File: src/rtl/mem_bus_arbiter_if.sv
// Signal bundle between the fetch/data requesters, the arbiter and the memory bus wrapper.
// The arbiter uses the master view; the requesters and the bus wrapper sit on the slave view.
interface mem_bus_arbiter_if #(
  parameter int ADDR_W = 32,
  parameter int DATA_W = 32
);
  logic              i_req;
  logic [ADDR_W-1:0] i_addr;
  logic              i_addr_ok;
  logic              i_data_ok;
  logic [DATA_W-1:0] i_rdata;

  logic                i_unused_pad;
  logic                d_req;
  logic                d_we;
  logic [ADDR_W-1:0]   d_addr;
  logic [DATA_W-1:0]   d_wdata;
  logic [DATA_W/8-1:0] d_wstrb;
  logic                d_addr_ok;
  logic                d_data_ok;
  logic [DATA_W-1:0]   d_rdata;

  logic                m_req;
  logic                m_we;
  logic [ADDR_W-1:0]   m_addr;
  logic [DATA_W-1:0]   m_wdata;
  logic [DATA_W/8-1:0] m_wstrb;
  logic                m_addr_ok;
  logic                m_data_ok;
  logic [DATA_W-1:0]   m_rdata;

  modport master (
    input  i_req, i_addr, d_req, d_we, d_addr, d_wdata, d_wstrb,
           m_addr_ok, m_data_ok, m_rdata,
    output i_addr_ok, i_data_ok, i_rdata, d_addr_ok, d_data_ok, d_rdata,
           m_req, m_we, m_addr, m_wdata, m_wstrb
  );

  modport slave (
    output i_req, i_addr, d_req, d_we, d_addr, d_wdata, d_wstrb,
           m_addr_ok, m_data_ok, m_rdata,
    input  i_addr_ok, i_data_ok, i_rdata, d_addr_ok, d_data_ok, d_rdata,
           m_req, m_we, m_addr, m_wdata, m_wstrb
  );
endinterface

File: src/rtl/mem_bus_arbiter.sv
// Fetch/data arbiter for a single-port memory bus: data has priority, bounded by a starvation
// counter; one transaction outstanding, response routed back to the owning requester.
module mem_bus_arbiter #(
  parameter int ADDR_W       = 32,
  parameter int DATA_W       = 32,
  parameter int STARVE_LIMIT = 4
) (
  input  logic           clk,
  input  logic           rst_n,
  mem_bus_arbiter_if.master bus
);
  localparam int CNT_W = $clog2(STARVE_LIMIT + 1);

  typedef enum logic {IDLE, BUSY} state_t;
  typedef enum logic {OWN_I = 1'b0, OWN_D = 1'b1} owner_t;

  state_t           state, state_nxt;
  owner_t           owner, owner_nxt;
  logic [CNT_W-1:0] starve, starve_nxt;

  logic win, sel_i, sel_d, accept;

  always_ff @(posedge clk or negedge rst_n) begin
    if (!rst_n) begin
      state  <= IDLE;
      owner  <= OWN_I;
      starve <= '0;
    end else begin
      state  <= state_nxt;
      owner  <= owner_nxt;
      starve <= starve_nxt;
    end
  end

  always_comb begin
    state_nxt  = state;
    owner_nxt  = owner;
    starve_nxt = starve;

    // A new request may go out while idle, or in the cycle the outstanding one completes.
    win    = (state == IDLE) || bus.m_data_ok;
    sel_i  = win && bus.i_req && (!bus.d_req || starve == CNT_W'(STARVE_LIMIT));
    sel_d  = win && bus.d_req && !sel_i;
    accept = (sel_i || sel_d) && bus.m_addr_ok;

    if (accept) begin
      state_nxt = BUSY;
      owner_nxt = sel_d ? OWN_D : OWN_I;
    end else if (state == BUSY && bus.m_data_ok) begin
      state_nxt = IDLE;
    end

    if (!bus.i_req || (accept && sel_i))
      starve_nxt = '0;
    else if (accept && sel_d && starve != CNT_W'(STARVE_LIMIT))
      starve_nxt = starve + CNT_W'(1);
  end

  assign bus.m_req   = sel_i || sel_d;
  assign bus.m_we    = sel_d && bus.d_we;
  assign bus.m_addr  = sel_d ? bus.d_addr : (sel_i ? bus.i_addr : '0);
  assign bus.m_wdata = sel_d ? bus.d_wdata : '0;
  assign bus.m_wstrb = sel_d ? bus.d_wstrb : '0;

  assign bus.i_addr_ok = sel_i && bus.m_addr_ok;
  assign bus.d_addr_ok = sel_d && bus.m_addr_ok;

  // A stray m_data_ok while idle is dropped here.
  assign bus.i_data_ok = (state == BUSY) && (owner == OWN_I) && bus.m_data_ok;
  assign bus.d_data_ok = (state == BUSY) && (owner == OWN_D) && bus.m_data_ok;
  assign bus.i_rdata   = bus.m_rdata;
  assign bus.d_rdata   = bus.m_rdata;
endmodule

File: src/flat_wrapper.sv
// flat-port wrapper written by rule: the top's interface ports become plain ports
module mem_bus_arbiter_flat 
#(
  parameter int ADDR_W       = 32,
  parameter int DATA_W       = 32,
  parameter int STARVE_LIMIT = 4
)
  (clk, rst_n, bus_i_req, bus_i_addr, bus_d_req, bus_d_we, bus_d_addr, bus_d_wdata, bus_d_wstrb, bus_m_addr_ok, bus_m_data_ok, bus_m_rdata, bus_i_addr_ok, bus_i_data_ok, bus_i_rdata, bus_d_addr_ok, bus_d_data_ok, bus_d_rdata, bus_m_req, bus_m_we, bus_m_addr, bus_m_wdata, bus_m_wstrb);
  mem_bus_arbiter_if #(.ADDR_W(ADDR_W), .DATA_W(DATA_W)) bus_i ();
  input  logic clk;
  input  logic rst_n;
  input wire logic [$bits(bus_i.i_req)-1:0] bus_i_req;
  input wire logic [$bits(bus_i.i_addr)-1:0] bus_i_addr;
  input wire logic [$bits(bus_i.d_req)-1:0] bus_d_req;
  input wire logic [$bits(bus_i.d_we)-1:0] bus_d_we;
  input wire logic [$bits(bus_i.d_addr)-1:0] bus_d_addr;
  input wire logic [$bits(bus_i.d_wdata)-1:0] bus_d_wdata;
  input wire logic [$bits(bus_i.d_wstrb)-1:0] bus_d_wstrb;
  input wire logic [$bits(bus_i.m_addr_ok)-1:0] bus_m_addr_ok;
  input wire logic [$bits(bus_i.m_data_ok)-1:0] bus_m_data_ok;
  input wire logic [$bits(bus_i.m_rdata)-1:0] bus_m_rdata;
  output wire logic [$bits(bus_i.i_addr_ok)-1:0] bus_i_addr_ok;
  output wire logic [$bits(bus_i.i_data_ok)-1:0] bus_i_data_ok;
  output wire logic [$bits(bus_i.i_rdata)-1:0] bus_i_rdata;
  output wire logic [$bits(bus_i.d_addr_ok)-1:0] bus_d_addr_ok;
  output wire logic [$bits(bus_i.d_data_ok)-1:0] bus_d_data_ok;
  output wire logic [$bits(bus_i.d_rdata)-1:0] bus_d_rdata;
  output wire logic [$bits(bus_i.m_req)-1:0] bus_m_req;
  output wire logic [$bits(bus_i.m_we)-1:0] bus_m_we;
  output wire logic [$bits(bus_i.m_addr)-1:0] bus_m_addr;
  output wire logic [$bits(bus_i.m_wdata)-1:0] bus_m_wdata;
  output wire logic [$bits(bus_i.m_wstrb)-1:0] bus_m_wstrb;
  assign bus_i.i_req = bus_i_req;
  assign bus_i.i_addr = bus_i_addr;
  assign bus_i.d_req = bus_d_req;
  assign bus_i.d_we = bus_d_we;
  assign bus_i.d_addr = bus_d_addr;
  assign bus_i.d_wdata = bus_d_wdata;
  assign bus_i.d_wstrb = bus_d_wstrb;
  assign bus_i.m_addr_ok = bus_m_addr_ok;
  assign bus_i.m_data_ok = bus_m_data_ok;
  assign bus_i.m_rdata = bus_m_rdata;
  assign bus_i_addr_ok = bus_i.i_addr_ok;
  assign bus_i_data_ok = bus_i.i_data_ok;
  assign bus_i_rdata = bus_i.i_rdata;
  assign bus_d_addr_ok = bus_i.d_addr_ok;
  assign bus_d_data_ok = bus_i.d_data_ok;
  assign bus_d_rdata = bus_i.d_rdata;
  assign bus_m_req = bus_i.m_req;
  assign bus_m_we = bus_i.m_we;
  assign bus_m_addr = bus_i.m_addr;
  assign bus_m_wdata = bus_i.m_wdata;
  assign bus_m_wstrb = bus_i.m_wstrb;
  mem_bus_arbiter #(.ADDR_W(ADDR_W), .DATA_W(DATA_W), .STARVE_LIMIT(STARVE_LIMIT)) u_core (.clk(clk), .rst_n(rst_n), .bus(bus_i));
endmodule
File: config.mk
export PLATFORM = sky130hd
export DESIGN_NAME = mem_bus_arbiter_flat
export DESIGN_NICKNAME = d
export VERILOG_FILES = /design/src/rtl/mem_bus_arbiter_if.sv /design/src/rtl/mem_bus_arbiter.sv /design/src/flat_wrapper.sv
export SDC_FILE = /design/constraint.sdc
export NUM_CORES = 1
export LEC_CHECK = 0
export BUFFER_PORTS_ARGS = -buffer_cell sky130_fd_sc_hd__buf_2
export CAP_MARGIN = 25
export CORE_AREA = 2 2 109 111
export DETAILED_ROUTE_END_ITERATION = 8
export DIE_AREA = 0 0 111 113
export GPL_TIMING_DRIVEN = 0
export HOLD_SLACK_MARGIN = 0.03
export SETUP_SLACK_MARGIN = 0.4
export SYNTH_ARGS = -nofsm -noshare
export SYNTH_HDL_FRONTEND = slang
export SYNTH_SLANG_ARGS = --single-unit
export TNS_END_PERCENT = 30
File: constraint.sdc
create_clock -name clk -period 1.79 [get_ports clk]
set_clock_uncertainty 0.05 [all_clocks]
set_input_delay 0.0895 -clock clk [delete_from_list [all_inputs] [get_ports clk]]
set_output_delay 0.0895 -clock clk [all_outputs]
set_load 0.01 [all_outputs]
== After elaboration in Yosys (flattened, before gate mapping) ==
Cells that the tools add are included.
W data, S select, Z words.
Word-level totals
  register bits after elaboration: 5
  output and inout bits: 138
  word-level logic and storage cells: 42
Operators by class
  add/subtract/negate cells: 1
  equal/unequal tests: 2
  multiplexer cells: 9
  bitwise gates (word level): 2
  reduce and logical (&&, ||, !) cells: 25
Operator list (count)
  $mux W32: 3
  $logic_and A1 B1 Y1: 16
  $mux W3: 2
  $logic_or A1 B1 Y1: 4
  $mux W4: 1
  $reduce_bool A2 Y1: 2
  $add A3 B1 Y3 const B: 1
  $eq A3 B3 Y1 const B: 1
  $logic_not A1 Y1: 3
  $mux W1: 3
  $ne A3 B3 Y1 const B: 1
  $not A1 Y1: 2

== Longest topological paths before layout ==
  word-level depth: 12
  gate-level depth with buffers: 8
  gate-level depth less buffers: 5

== Worst setup path before layout ==
Ideal clock, no wire load.
  kind: register to output
  start point: reg u_core.starve[0]
  end point: out bus_m_addr[18]
  arrival time: 1.523 ns
  setup slack: 0.128 ns
  cell stages (with the launch flop): 9
  buffers on the path: 3
  cells stage by stage: dfrtp_1 inv_1 ha_1 nand3_1 and3_1 buf_2 buf_6 buf_6 a22o_1
On the way
  word-level cells in the longest chain between the ends: 6
  elaborated cells between the ends (all ways): 7
  those cells by class: 1 x eq/ne; 2 x mux; 4 x reduce/logical
Ends and longest elaborated chain
  start: declaration: RTL line mem_bus_arbiter.sv:19  | logic [CNT_W-1:0] starve, starve_nxt;
  start signal: assignment: RTL line mem_bus_arbiter.sv:31  | starve <= starve_nxt;
  $eq A3 B3 Y1 *: RTL line mem_bus_arbiter.sv:42  | sel_i = win && bus.i_req && (!bus.d_req || starve == CNT_W'(STARVE_LIMIT));
  $logic_or A1 B1 Y1 *: RTL line mem_bus_arbiter.sv:42
  $logic_and A1 B1 Y1 *: RTL line mem_bus_arbiter.sv:42
  $logic_not A1 Y1: RTL line mem_bus_arbiter.sv:43  | sel_d = win && bus.d_req && !sel_i;
  $logic_and A1 B1 Y1: RTL line mem_bus_arbiter.sv:43
  $mux W32 *: RTL line mem_bus_arbiter.sv:61  | assign bus.m_addr = sel_d ? bus.d_addr : (sel_i ? bus.i_addr : '0);
  end: declaration: RTL line flat_wrapper.sv:30  | output wire logic [$bits(bus_i.m_addr)-1:0] bus_m_addr;
Every way passes the cells marked *; elsewhere a longest branch is shown, timed or not.

== Final worst setup path ==
  start point: reg u_core.starve[0]
  end point: out bus_m_addr[30]
The elaborated chain is that of the path after synthesis.

==> results.cfg <==
[cts]
clock-root-buffer = clkbuf_16
clkTransAtPathRegs_ns = 0.03
cts.sinks = 5
cts_inserted_buffers = 3
clkLatencyLatePin_ns = 0.22
htree_levels = 1
ctsLongestPathBuffers = 2
cts_tree = done

[placed_design]
post_dp_cell_area_um2 = 2877
port_buffers = 244
gp_congestion = 0.8125
hpwl_um = 5697

[status]
status = complete, but fails checks
violations = negative setup slack

[sta]
worstMarginPinSlew_ns = 0.4432
hold_ws_ns = 0.1643
slew_viol_final = 0
relSlewSlack_pct = 70.20
setup_viol = 70
hold_viol_final = 0
rsz0062_at_grt = yes
layout_min_cycle_time_ns = 1.926
fin_crit_sh_pct = 107.6
fmax_ghz = 0.5192
fin_ws_ns = -0.1362

[setup_path]
path_depth = 9
start_kind = register
reg2reg_to = u_core.starve[1]
crit_type = reg2out
crit_path_end_kind = output pin
r2r_setup_slack_ns = 0.21
cp_top_family = buffers and inverters
critPathLaunch = u_core.starve[0]
worst-path-buf-inv = 5
r2r_cells = 7
crit_end = bus_m_addr[30]
crit_path_max_incr_delay_ns = 0.38
cp_max_fo = 8
cpMaxStageDelayCell = dfrtp_1
critPathArrivalTime_ns = 1.79
crit_required_ns = 1.65
crit_chain = inv_2 -> ha_4 -> nand3_2 -> and3_4 -> buf_8 -> buf_12 -> clkbuf_16 -> a22o_1 -> buf_2
r2r_start = u_core.starve[0]

[floorplanning]
chipHeight_um = 113
rows = 39
die_width_um = 111
start_util_pct = 12.62
io_pins = 277
die_area_um2 = 12540
coreArea_um2 = 11270

[power]
vdd_drop_max_v = 0.0001546
p_total_w = 0.001391
power_density_nw_per_um2 = 397.1
p_leak_nw = 2.061

[global_routing]
grt_overflow = 0
antenna_found_initial = 1
grt_pass1_wl_um = 9998
grt_use_total_pct = 9.482
grt_max_degree = 11
grt_pass1_vias = 2150

[layout]
nets = 596
areaGrowthSynthToFinish_pct = 146.2
final_area_um2 = 3502
multi_input_area_um2 = 825.8
drive_above_1_share_pct = 82.38
register_area_um2 = 125.1
num-fill-cells = 1187
post-route-util_pct = 31.07

[job]
maxCapViolations = 0

[yosys]
syn_inst = 187
dominantRegCellSynth = dfrtp_1
netlist_top_cells_count = buf_4, and2_1, a22o_1
synth_cell_types = 25
async_flop_share_pct = 100.0
synth_edf_count = 0
synth.most_common_cell = buf_4
syn_area_um2 = 1423
ys_seq_area_share_pct = 8.795
yosys_warnings = 0
synth_top_area_share_pct = 33.77
syn-num-nets = 328
synth.area.top_cells = buf_4, a22o_1, and2_1
ys_ff_latch = 5
synth_area_per_cell_um2 = 7.608
synth_top_area_cell = buf_4

[drt]
post_drt_via_cell_ratio = 3.799
drt_iter0_drc = 53
wl_um = 7142
ant_nets = 0
wl_per_cell_um = 11.94
wl_met2_um = 3986
top_signal_layer_used = met4
via_count = 2272
wl_met1_um = 2427
wl_met3_um = 599
first_pass_iters = 4
drc = 0

[worst_hold_path]
hold_class = in2async
placed cells by master, fill, tap and decap left out, types with 2 or more instances in the layout:
master / Yosys / routed
buf_4: 64 / 74
o21ai_0: 3 / 3
and2_4: 0 / 25
inv_2: 0 / 2
a22o_1: 32 / 32
and2_1: 38 / 13
a21oi_1: 3 / 3
nand2_1: 3 / 3
buf_6: 2 / 30
clkbuf_16: 0 / 6
dfrtp_1: 5 / 5
buf_8: 0 / 8
o31ai_1: 3 / 3
inv_1: 4 / 2
nor2_1: 4 / 4
buf_2: 7 / 219
nand4_1: 2 / 2
buf_12: 0 / 2
cell families (layout without fill, tap and decap cells):
logic type / Yosys count / count (layout) / synth area share, %
flops: 5 / 5 / 8.795
other cells: 0 / 1 / 0
buf+inv: 80 / 347 / 39.66
fa+ha+maj: 2 / 2 / 1.759
compound gates: 45 / 45 / 26.03
simple gates: 55 / 55 / 23.75
power by group:
| part | switching [W] | internal [W] | total (W) |
|---|---|---|---|
| clock | 0.0000683 | 0.000295 | 0.000363 |
| combinational | 0.000358 | 0.000543 | 0.000901 |
| sequential | 0.00000541 | 0.000121 | 0.000126 |
per-stage QoR:
stage / cells / setup slack (ns) / setup TNS (ns)
global placement: 574 / 0.03466 / 0
detailed placement: 574 / 0.01142 / 0
floorplan: 187 / 0.2495 / 0
CTS: 592 / -0.1300 / -7.033
global route: 598 / -0.1919 / -10.50
finish: 598 / -0.1362 / -6.623
sequential cells by signal, summed over array words and instances, names as in the netlist:
name           count
u_core.starve      3
u_core.owner       1
u_core.state       1
metal layers:
metal	GRT usage, %	vias to the layer above
met4	3.167	0
met5	0	-
met2	18.90	137
li1	-	1112
met1	10.09	1013
met3	1.500	10
repair_timing:
action | CTS | global route
pin swaps | 22 | 28
gates resized for setup | 26 | 49
setup endpoints to repair | 73 | 74
cloned | 2 | 3
hold endpoints to repair | 5 | 0
hold buffers | 1 | 0
buffers inserted | 11 | 2
area by class of cell:
class / count / share of cell area, %
antenna: 1 / 0.07145
buffer: 76 / 18.33
clock buffer: 4 / 2.251
inverter: 4 / 0.4287
multi-input combinational: 102 / 23.58
sequential: 5 / 3.573
tap: 143 / 5.109
timing repair buffer: 263 / 46.66
worst min-delay path by stage:
stage / startpoint / endpoint / slack [ns] / cells past startpoint
after floorplan: rst_n / u_core.owner / -0.26 / 0
after global placement: rst_n / u_core.starve[1] / -0.14 / 1
after detailed placement: rst_n / u_core.starve[1] / -0.13 / 1
after CTS: bus_d_req / u_core.starve[1] / 0.15 / 3
after global routing: rst_n / u_core.starve[1] / 0.18 / 2
final: rst_n / u_core.starve[1] / 0.16 / 2
Power figures use the tool's default switching activity.
